--- config.mk ---
export PLATFORM = sky130hd
export DESIGN_NAME = riscv32_alu_arbiter
export DESIGN_NICKNAME = d
export VERILOG_FILES = /design/src/rtl/riscv32_alu_arbiter.sv
export SDC_FILE = /design/constraint.sdc
export NUM_CORES = 1
export LEC_CHECK = 0
export BUFFER_PORTS_ARGS = -buffer_cell sky130_fd_sc_hd__buf_2
export CAP_MARGIN = 20
export CORE_AREA = 3 3 120 122
export CTS_BUF_LIST = sky130_fd_sc_hd__clkbuf_16
export DETAILED_ROUTE_END_ITERATION = 12
export DIE_AREA = 0 0 123 125
export PLACE_DENSITY = 0.66
export RECOVER_POWER = 100
export SKIP_CTS_REPAIR_TIMING = 1
export SYNTH_ARGS = -nofsm -noshare
export SYNTH_HDL_FRONTEND = slang
export SYNTH_SLANG_ARGS = --single-unit
--- constraint.sdc ---
create_clock -name clk -period 1.88 [get_ports clk]
set_input_delay 0.47 -clock clk [delete_from_list [all_inputs] [get_ports clk]]
set_output_delay 0.47 -clock clk [all_outputs]
set_load 0.05 [all_outputs]
--- src/rtl/riscv32_alu_arbiter.sv ---
// Two-port round-robin front end for one shared combinational riscv32i_alu.
// Each port gets a one-entry registered response slot with valid/ready on both sides.
module riscv32_alu_arbiter #(
    parameter int              FUN_W   = 5,
    parameter logic [FUN_W-1:0] NOP_FUN = '0
) (
    input  logic             clk,
    input  logic             rst,

    input  logic             req0_valid,
    output logic             req0_ready,
    input  logic [31:0]      req0_op1,
    input  logic [31:0]      req0_op2,
    input  logic [FUN_W-1:0] req0_fun,
    output logic             rsp0_valid,
    input  logic             rsp0_ready,
    output logic [31:0]      rsp0_result,
    output logic             rsp0_br_flg,

    input  logic             req1_valid,
    output logic             req1_ready,
    input  logic [31:0]      req1_op1,
    input  logic [31:0]      req1_op2,
    input  logic [FUN_W-1:0] req1_fun,
    output logic             rsp1_valid,
    input  logic             rsp1_ready,
    output logic [31:0]      rsp1_result,
    output logic             rsp1_br_flg,

    output logic [31:0]      alu_op1,
    output logic [31:0]      alu_op2,
    output logic [FUN_W-1:0] alu_fun,
    input  logic [31:0]      alu_result,
    input  logic             alu_br_flg
);

    logic        r_full0, r_full1;
    logic [31:0] r_result0, r_result1;
    logic        r_br0, r_br1;
    logic        r_last;

    logic w_free0, w_free1;
    logic w_elig0, w_elig1;
    logic w_grant0, w_grant1;

    // A slot that is being drained this cycle can accept the next result.
    assign w_free0 = ~r_full0 | rsp0_ready;
    assign w_free1 = ~r_full1 | rsp1_ready;

    // Requests are refused during reset so nothing is accepted into a slot being cleared.
    assign w_elig0 = req0_valid & w_free0 & ~rst;
    assign w_elig1 = req1_valid & w_free1 & ~rst;

    assign w_grant0 = w_elig0 & (~w_elig1 | r_last);
    assign w_grant1 = w_elig1 & (~w_elig0 | ~r_last);

    assign req0_ready = w_grant0;
    assign req1_ready = w_grant1;

    // NOTE: every output of this block gets a default first, so no latch is inferred.
    always_comb begin
        alu_op1 = '0;
        alu_op2 = '0;
        alu_fun = NOP_FUN;
        if (w_grant0) begin
            alu_op1 = req0_op1;
            alu_op2 = req0_op2;
            alu_fun = req0_fun;
        end else if (w_grant1) begin
            alu_op1 = req1_op1;
            alu_op2 = req1_op2;
            alu_fun = req1_fun;
        end
    end

    // NOTE: state uses non-blocking assignments so every register sees pre-edge values.
    always_ff @(posedge clk) begin
        if (rst) begin
            r_full0   <= 1'b0;
            r_full1   <= 1'b0;
            r_result0 <= '0;
            r_result1 <= '0;
            r_br0     <= 1'b0;
            r_br1     <= 1'b0;
            r_last    <= 1'b1;
        end else begin
            if (w_grant0) begin
                r_full0   <= 1'b1;
                r_result0 <= alu_result;
                r_br0     <= alu_br_flg;
            end else if (rsp0_ready) begin
                r_full0   <= 1'b0;
            end

            if (w_grant1) begin
                r_full1   <= 1'b1;
                r_result1 <= alu_result;
                r_br1     <= alu_br_flg;
            end else if (rsp1_ready) begin
                r_full1   <= 1'b0;
            end

            if (w_grant0) begin
                r_last <= 1'b0;
            end else if (w_grant1) begin
                r_last <= 1'b1;
            end
        end
    end

    assign rsp0_valid  = r_full0;
    assign rsp0_result = r_result0;
    assign rsp0_br_flg = r_br0;
    assign rsp1_valid  = r_full1;
    assign rsp1_result = r_result1;
    assign rsp1_br_flg = r_br1;

endmodule

==> results of run 1 <==
[cell families after synthesis]
group	synth area share, %
AO/OA/AOI/OAI	20.1
flip-flops	37.5
multiplexers	17.9
buffers and inverters	6.49
AND/OR/NAND/NOR	18.0
[state kept, by name, summed over array words and instances (netlist names)]
register     cells
rsp0_result     32
rsp1_result     32
r_last           1
rsp0_br_flg      1
rsp0_valid       1
rsp1_br_flg      1
rsp1_valid       1
[metal layers]
metal,vias up,global-route usage (%)
li1,1989,-
met1,2046,19.8
met2,208,30.2
met3,15,5.42
met4,0,5.80
met5,-,0
[report_power, final]
part / internal (mW) / switching, mW
Clock: 0.953 / 0.602
Sequential: 1.55 / 0.0485
Combinational: 0.741 / 1.20
[worst min path at each step]
stage                                 end  slack, ns  cells after the start
after global routing      rsp0_result[20]       0.43                      3
after detailed placement   rsp0_result[1]       0.46                      2
after CTS                 rsp0_result[12]       0.41                      3
final                     rsp0_result[29]       0.43                      3
after global placement     rsp0_result[1]       0.46                      2
after floorplan                    r_last       0.48                      2
[cells in the mapped netlist]
| cell type | n |
|---|---|
| inv_1 | 1 |
| buf_4 | 9 |
| inv_4 | 1 |
| a311o_1 | 1 |
| o21ai_1 | 2 |
| nor2b_1 | 1 |
| a31oi_1 | 1 |
| a32o_1 | 69 |
| nand2b_1 | 101 |
| clkbuf_1 | 24 |
| a21oi_1 | 1 |
| nand2b_4 | 1 |
| o311ai_1 | 1 |
| nor2_1 | 1 |
| o311a_1 | 1 |
| dfxtp_1 | 69 |
| and2_1 | 1 |
| mux2i_1 | 66 |
| buf_2 | 3 |
| buf_6 | 5 |
[worst max-delay path, stage by stage (launching register included)]
cell and delay [ns]:
dfxtp_4 0.34, nor2b_4 0.12, a311o_2 0.40, inv_8 0.15
buf_6 0.15, a32o_2 0.16, buf_6 0.16
[stage by stage]
step	instance area, um^2	utilization, %	std cells
finish	6570	49.4	860
detailed placement	5580	42.0	830
global route	6570	49.4	860
CTS	5860	44.1	845
floorplan	3810	-	359
global placement	5580	42.0	830
[final cells by class]
class | instances | area [um^2] | share of cell area [%]
clock inverters | 5 | 26.3 | 0.400
inverters | 2 | 15.0 | 0.229
repair buffers | 348 | 2440 | 37.2
clock buffers | 10 | 250 | 3.81
flip-flops and latches | 69 | 1390 | 21.1
well taps | 176 | 220 | 3.35
multi-input cells | 247 | 2220 | 33.7
diodes | 2 | 5.00 | 0.0762
repair inverters | 1 | 6.26 | 0.0953
==> run metrics, run 1 <==
Highest Signal Layer=met4; ANT nets after route=0; met2 wire length=8.37 mm; Crit. Startpoint=rsp1_valid; Worst Setup Path Type=register to output port; area leader, netlist=dfxtp_1; worst-path fanout max=8; met3 WL=1.38 mm; DIE WIDTH=123 um; Critical Path RT=1.41 ns; Critical Path AT=1.81 ns; HP Class=primary input to register; DIE HEIGHT=125 um; Avg Cell Area, Syn=10.3 um^2; Design Power=5.10 mW; actual slew at the worst max-slew pin=0.640 ns; port bufs=315; gr usage total=17.3%; Reg clk slew, reported paths=0.05 ns; Worst R2R End=rsp0_result[9]; Unique masters post-synth=20; Mapped Cells=359; commonest non-fill, non-tap cell in the layout=buf_2; fmax=0.439 GHz; Top Ports=316; num rows=42; CTS tree=done; worst setup path end=alu_fun[4]; syn nets=536; Wirelength per Cell=19.0 um; Reg2Reg Depth=5; Worst slew margin=57.5%; CTS root buf=clkbuf_16; pwr dens=777 nW/um^2; Layout Skew=0.00764 ns; first-pass GRT wire length=21.2 mm; met1 WL=6.39 mm; TNS Setup=-24.41 ns; Max Cap Viol=0; Initial Utilization=27.7%; failing checks=negative setup slack; Hold Slack=0.426 ns; post-layout min period=2.28 ns; status=complete, but fails checks; Max Buffers Root-to-Sink=2; YS warnings=0; routed via count=4,258; core area=13,300 um^2; DRC violation count after routing=0; RSZ-0062 raised after global routing=yes; Final Setup Violations=70; Final Cycle Share=121%; drt initial violations=199; leakage=3.48 nW; vias per cell=4.95; dpl ws=-0.443 ns; post-synth top area share=37.5%; routed wire length=16.4 mm; Pre-antenna DRT Iters=4; GRT overflow=0; Skew-Pair Late Insertion Delay=0.33 ns; largest net degree at the start of global routing=103; HPWL after DPL=11.3 mm; # H-tree levels=3; CP Launch Type=register; final hold viol count=0; commonest non-fill, non-tap cells in the layout=190 x buf_2, 99 x nand2b_1, 69 x a32o_2, 67 x dfxtp_1, 66 x mux2i_1; min setup slack post-route=-0.396 ns; Seq/Total Area, Yosys=37.5%; Worst Min Path Start=alu_result[29]; final net count=855; crit end category=output port; initial antenna violation count=2; fillers=1,229; synthesized area=3680 um^2; die area=15,400 um^2; FF+latch count, synth=69; area grow syn2layout=78.3%; number of global-route vias before repair=4,084; clock sinks=69; worst vdd ir=0.599 mV; FF-to-FF Start=rsp1_valid; flop-to-flop setup slack=0.20 ns; largest cells by area after synthesis=dfxtp_1 38%, a32o_1 19%, mux2i_1 18%; Pins Over Slew Limit=0; share of cells above drive strength 1=57.0%; CTS buffer count=9; Placer Congestion=0.952
(Power assumes the default switching activity.)
==> run 2: changes to the inputs <==
CELL_PAD_IN_SITES_DETAIL_PLACEMENT = 0   (was unset)
CELL_PAD_IN_SITES_GLOBAL_PLACEMENT = 1   (was unset)
CORE_AREA = unset   (was 3 3 120 122)
CORE_MARGIN = 3   (was unset)
CORE_UTILIZATION = 24   (was unset)
DIE_AREA = unset   (was 0 0 123 125)
PLACE_DENSITY = 0.75   (was 0.66)
==> run 2 against run 1 <==
- the flow still finishes with violations (negative setup slack)
- via count is 0.28% lower
- fmax grew 1.0%
- total power fell by 0.45%
- utilization down 4.4 points
- setup slack better by 0.023 ns
- critical path depth is 1 higher
- sequential share of layout area fell by 0.23 points
- critical path type is now primary input to output port
- critical endpoint is now alu_op1[9]
- largest power group unchanged
==> run metrics, run 2 (synthesis results as in run 1) <==
status=complete, but fails checks (unchanged); failing checks=negative setup slack (unchanged); clock sinks=69 (unchanged); commonest non-fill, non-tap cell in the layout=buf_2 (unchanged); Max Cap Viol=0 (unchanged); port bufs=315 (unchanged); Skew-Pair Late Insertion Delay=0.32 ns (was 0.33 ns); DIE WIDTH=130 um (was 123 um); largest net degree at the start of global routing=103 (unchanged); Layout Skew=0.00655 ns (was 0.00764 ns); fin area=6640 um^2 (was 6570 um^2); Worst path max stage delay=0.46 ns (was 0.40 ns); routed wire length=16.8 mm (was 16.4 mm); Top Ports=316 (unchanged); CTS buffer count=9 (unchanged); flop-to-flop setup slack=0.06 ns (was 0.20 ns); CTS root buf=clkbuf_16 (unchanged); Final Cycle Share=120% (was 121%); share of cells above drive strength 1=61.7% (was 57.0%); min setup slack post-route=-0.373 ns (was -0.396 ns); Hold Crit Depth=3 (unchanged); M3 GR Usage=5.16% (was 5.42%); dpl ws=-0.461 ns (was -0.443 ns); pwr dens=765 nW/um^2 (was 777 nW/um^2); ANT nets after route=0 (unchanged); Hold Path End=rsp0_result[29] (unchanged); Design Power=5.08 mW (was 5.10 mW); post-layout min period=2.25 ns (was 2.28 ns); CTS tree=done (unchanged); drt initial violations=217 (was 199); Critical Path RT=1.41 ns (about the same); Worst slew margin=56.6% (was 57.5%); slowest stage cell, crit path=a311o_2 (unchanged); Reg clk slew, reported paths=0.06 ns (was 0.05 ns); grt met2 use=27.8% (was 30.2%); first-pass GRT wire length=20.3 mm (was 21.2 mm); Pins Over Slew Limit=0 (unchanged); placed cell count=837 (was 830); Final Util=45.0% (was 49.4%); critical-path cell list=buf_2 > nand2b_1 > a311o_2 > clkinv_4 > buf_12 > a32o_2 > buf_8 (was nor2b_4 > a311o_2 > inv_8 > buf_6 > a32o_2 > buf_6); Initial Utilization=25.0% (was 27.7%); Reg2Reg Depth=6 (was 5); Critical Path AT=1.78 ns (was 1.81 ns); Worst Setup Path Type=primary input to output port (was register to output port); final hold viol count=0 (unchanged); Final Setup Violations=71 (was 70); # H-tree levels=3 (unchanged); Placer Congestion=0.690 (was 0.952); DRC violation count after routing=0 (unchanged); Pre-antenna DRT Iters=4 (unchanged); TNS Setup=-24.33 ns (was -24.41 ns); gr usage total=15.5% (was 17.3%); fin cells=869 (was 860); fillers=1,403 (was 1,229); HP Class=primary input to register (unchanged); HPWL after DPL=11.5 mm (was 11.3 mm); GRT overflow=0 (unchanged); core area=14,800 um^2 (was 13,300 um^2); final net count=856 (was 855); Post-Place Cell Area=5600 um^2 (was 5580 um^2); num rows=44 (was 42); Wirelength per Cell=19.3 um (was 19.0 um); routed via count=4,246 (was 4,258); die area=16,900 um^2 (was 15,400 um^2); leakage=3.62 nW (was 3.48 nW); RSZ-0062 raised after global routing=yes (unchanged); commonest non-fill, non-tap cells in the layout=224 x buf_2, 100 x nand2b_1, 69 x a32o_2, 67 x dfxtp_1, 66 x mux2i_1 (was 190 x buf_2, 99 x nand2b_1, 69 x a32o_2, 67 x dfxtp_1, 66 x mux2i_1); worst-path fanout max=9 (was 8); met1 Use GR=17.3% (was 19.8%); vias per cell=4.89 (was 4.95); fmax=0.444 GHz (was 0.439 GHz); area grow syn2layout=80.3% (was 78.3%); DIE HEIGHT=130 um (was 125 um); crit end category=output port (unchanged); worst vdd ir=0.588 mV (was 0.599 mV); Max Buffers Root-to-Sink=2 (unchanged); Worst Min Path Start=alu_result[29] (unchanged); busiest grt layer=met2 (unchanged); FF-to-FF Start=rsp1_valid (unchanged); actual slew at the worst max-slew pin=0.651 ns (was 0.640 ns); CP Launch Type=primary input (was register); initial antenna violation count=1 (was 2); Worst R2R End=rsp0_result[8] (was rsp0_result[9]); number of global-route vias before repair=3,845 (was 4,084); Hold Slack=0.425 ns (was 0.426 ns)
run 2: cell types whose count changed in the layout (fill, tap and decap cells not counted), sizes merged:
cell	change
clkinvlp	+1
diode	-1
buf	+31
clkinv	+2
clkbuf	-31
inv	-1
run 2: cell type report:
class | count | area (um^2) | share of cell area [%]
Timing Repair Buffer | 349 | 2540 | 38.2
Multi-Input combinational cell | 247 | 2190 | 33.0
Sequential cell | 69 | 1390 | 20.9
Tap cell | 184 | 230 | 3.47
Clock buffer | 9 | 225 | 3.39
Clock inverter | 7 | 40.0 | 0.603
Inverter | 2 | 20.0 | 0.301
Timing Repair inverter | 1 | 8.76 | 0.132
Antenna cell | 1 | 2.50 | 0.0377
run 2: power by group:
part | leakage (nW) | internal [mW] | total [mW] | switching (mW)
Combinational | 2.92 | 0.761 | 1.98 | 1.22
Clock | 0.131 | 0.883 | 1.50 | 0.618
Sequential | 0.566 | 1.55 | 1.60 | 0.0476
Total | 3.62 | 3.20 | 5.08 | 1.88
run 2: per-layer routing:
metal	wire length, um	part of all wire, %	up-vias
met1	6350	38	2026
met4	553	3.3	0
met2	8720	52	200
li1	-	-	1983
met3	1180	7.0	37
met5	0	0	-
run 2: critical path: cells and delay by family:
family	cells	cell delay [ns]
AND/OR/NAND/NOR	1	0.16
buffers and inverters	4	0.51
AO/OA/AOI/OAI	2	0.63
run 2: how the worst max path moves through the flow:
stage	end	slack, ns	start	depth (start not counted)
floorplan	alu_op1[22]	-0.20	rsp0_ready	6
global placement	alu_op1[9]	-0.44	rsp0_ready	7
detailed placement	alu_op1[25]	-0.46	rsp0_ready	7
CTS	alu_op1[25]	-0.57	rsp1_valid	6
global route	alu_op1[9]	-0.43	rsp0_valid	6
finish	alu_op1[9]	-0.37	rst	7
==> run 3: changes to the inputs <==
CELL_PAD_IN_SITES_DETAIL_PLACEMENT = 1   (was 0)
HOLD_SLACK_MARGIN = 0.1   (was unset)
PLACE_DENSITY = unset   (was 0.75)
PLACE_DENSITY_LB_ADDON = 0.3   (was unset)
==> run 3 against run 2 <==
- the run still ends with negative setup slack left
- final cell count increased by 0.12%
- non-clock buffer count decreased by 4
- largest cell class unchanged
- critical endpoint is now alu_op1[13]
- critical path type is now register to output port
- setup slack got worse by 0.0047 ns
- critical path depth decreased by 1
- global-route usage increased by 2.2 points
- sequential power about the same
- clock-buffer cell count unchanged
- die area unchanged
- cell area decreased by 1.9%
- flip-flop and latch count unchanged
- first-iteration DRC count decreased by 19%
- fmax decreased by 0.21%
==> run metrics, run 3 (synthesis results as in run 1) <==
status=complete, but fails checks (unchanged); failing checks=negative setup slack (unchanged); initial antenna violation count=10 (was 1); cell family with most CP delay=compound AO/OA/AOI/OAI gates (unchanged); Critical Path RT=1.41 ns (about the same); area grow syn2layout=76.9% (was 80.3%); met1 WL=6.92 mm (was 6.35 mm); Max Cap Viol=0 (unchanged); Worst R2R End=rsp1_result[8] (was rsp0_result[8]); DIE HEIGHT=130 um (unchanged); pwr dens=811 nW/um^2 (was 765 nW/um^2); Reg clk slew, reported paths=0.06 ns (about the same); RSZ-0062 raised after global routing=yes (unchanged); num rows=44 (unchanged); CTS tree=done (unchanged); Worst Setup Path Type=register to output port (was primary input to output port); commonest non-fill, non-tap cells in the layout=177 x buf_2, 99 x nand2b_1, 75 x buf_6, 69 x a32o_2, 68 x clkbuf_1 (was 224 x buf_2, 100 x nand2b_1, 69 x a32o_2, 67 x dfxtp_1, 66 x mux2i_1); routed wire length=18.9 mm (was 16.8 mm); Pins Over Slew Limit=0 (unchanged); die area=16,900 um^2 (unchanged); first-pass GRT wire length=22.8 mm (was 20.3 mm); Highest Signal Layer=met4 (unchanged); Worst path max stage delay=0.36 ns (was 0.46 ns); actual slew at the worst max-slew pin=0.689 ns (was 0.651 ns); routed via count=4,348 (was 4,246); Final Setup Violations=71 (unchanged); Reg2Reg Depth=5 (was 6); largest net degree at the start of global routing=103 (unchanged); fillers=1,737 (was 1,403); HPWL after DPL=13.3 mm (was 11.5 mm); Max Buffers Root-to-Sink=2 (unchanged); clock sinks=69 (unchanged); Worst Path Buf+Inv=3 (was 4); fmax=0.443 GHz (was 0.444 GHz); gr usage total=17.7% (was 15.5%); Layout Skew=0.00769 ns (was 0.00655 ns); post-layout min period=2.26 ns (was 2.25 ns); Worst Min Path Start=alu_result[25] (was alu_result[29]); share of cells above drive strength 1=54.6% (was 61.7%); met2 wire length=9.69 mm (was 8.72 mm); met3 WL=1.38 mm (was 1.18 mm); Final Cycle Share=120% (about the same); Top Ports=316 (unchanged); port bufs=315 (unchanged); min setup slack post-route=-0.378 ns (was -0.373 ns); HP Class=primary input to register (unchanged); commonest non-fill, non-tap cell in the layout=buf_2 (unchanged); drt initial violations=175 (was 217); Pre-antenna DRT Iters=4 (unchanged); Skew-Pair Late Insertion Delay=0.33 ns (was 0.32 ns); Post-Place Cell Area=5580 um^2 (was 5600 um^2); CTS buffer count=9 (unchanged); CP Launch Type=register (was primary input); fin area=6520 um^2 (was 6640 um^2); core area=14,800 um^2 (unchanged); final hold viol count=0 (unchanged); DRC violation count after routing=0 (unchanged); DIE WIDTH=130 um (unchanged); leakage=3.40 nW (was 3.62 nW); fin cells=870 (was 869); Final Util=44.2% (was 45.0%); Hold Path End=rsp0_result[25] (was rsp0_result[29]); final net count=851 (was 856); critical-path cell list=nor2b_4 > a311o_2 > clkinv_4 > buf_16 > a32o_2 > buf_6 (was buf_2 > nand2b_1 > a311o_2 > clkinv_4 > buf_12 > a32o_2 > buf_8); dpl ws=-0.420 ns (was -0.461 ns); placed cell count=836 (was 837); ANT nets after route=0 (unchanged); Placer Congestion=0.714 (was 0.690); slowest stage cell, crit path=a311o_2 (unchanged); GRT overflow=0 (unchanged); flop-to-flop setup slack=0.06 ns (about the same); Critical Path AT=1.79 ns (was 1.78 ns); Wirelength per Cell=21.8 um (was 19.3 um); Initial Utilization=25.0% (unchanged); CTS root buf=clkbuf_16 (unchanged); vias per cell=5.00 (was 4.89); worst vdd ir=0.442 mV (was 0.588 mV); # H-tree levels=3 (unchanged); number of global-route vias before repair=4,072 (was 3,845); FF-to-FF Start=rsp1_valid (unchanged); Design Power=5.29 mW (was 5.08 mW); crit end category=output port (unchanged); worst-path fanout max=21 (was 9); Worst slew margin=54.1% (was 56.6%); Hold Crit Depth=3 (unchanged)
-- run 3: metal layers --
layer	vias to the layer above	global-route usage [%]
met5	-	0
met4	0	6.30
met3	51	4.63
li1	1982	-
met1	2103	19.3
met2	212	32.8
-- run 3: final cells by class --
class                           instances  area (um^2)  share of cell area, %
Antenna cell                            7         17.5                  0.269
Clock buffer                            9          225                   3.46
Clock inverter                          7         82.6                   1.27
Inverter                                2         12.5                  0.192
Multi-Input combinational cell        247         2220                   34.0
Sequential cell                        69         1390                   21.3
Tap cell                              184          230                   3.53
Timing Repair Buffer                  345         2350                   36.0
-- run 3: worst max-delay path by stage --
stage,startpoint,endpoint,cells after the start
after floorplan,rsp0_ready,alu_op1[22],6
after global placement,rsp0_ready,alu_op1[12],7
after detailed placement,rsp0_ready,alu_op2[13],7
after CTS,rsp1_valid,alu_op2[17],6
after global routing,rsp0_valid,alu_op1[2],6
final,rsp1_valid,alu_op1[13],6
-- run 3: metrics by stage --
stage	hold WS (ns)	TNS, ns
2_1_floorplan	0.480	-13.26
3_3_place_gp	0.457	-27.41
3_5_place_dp	0.468	-29.80
4_1_cts	0.410	-35.50
5_1_grt	0.424	-28.07
6_report	0.420	-24.23
-- run 3: report_power, final --
group	internal (mW)	switching [mW]
logic	0.713	1.22
registers	1.56	0.0496
clock network	1.14	0.609
-- run 3: tightest hold or removal path, cell delays in order --
cell and delay [ns]:
buf_2 0.09, nand2b_1 0.07, mux2i_1 0.06
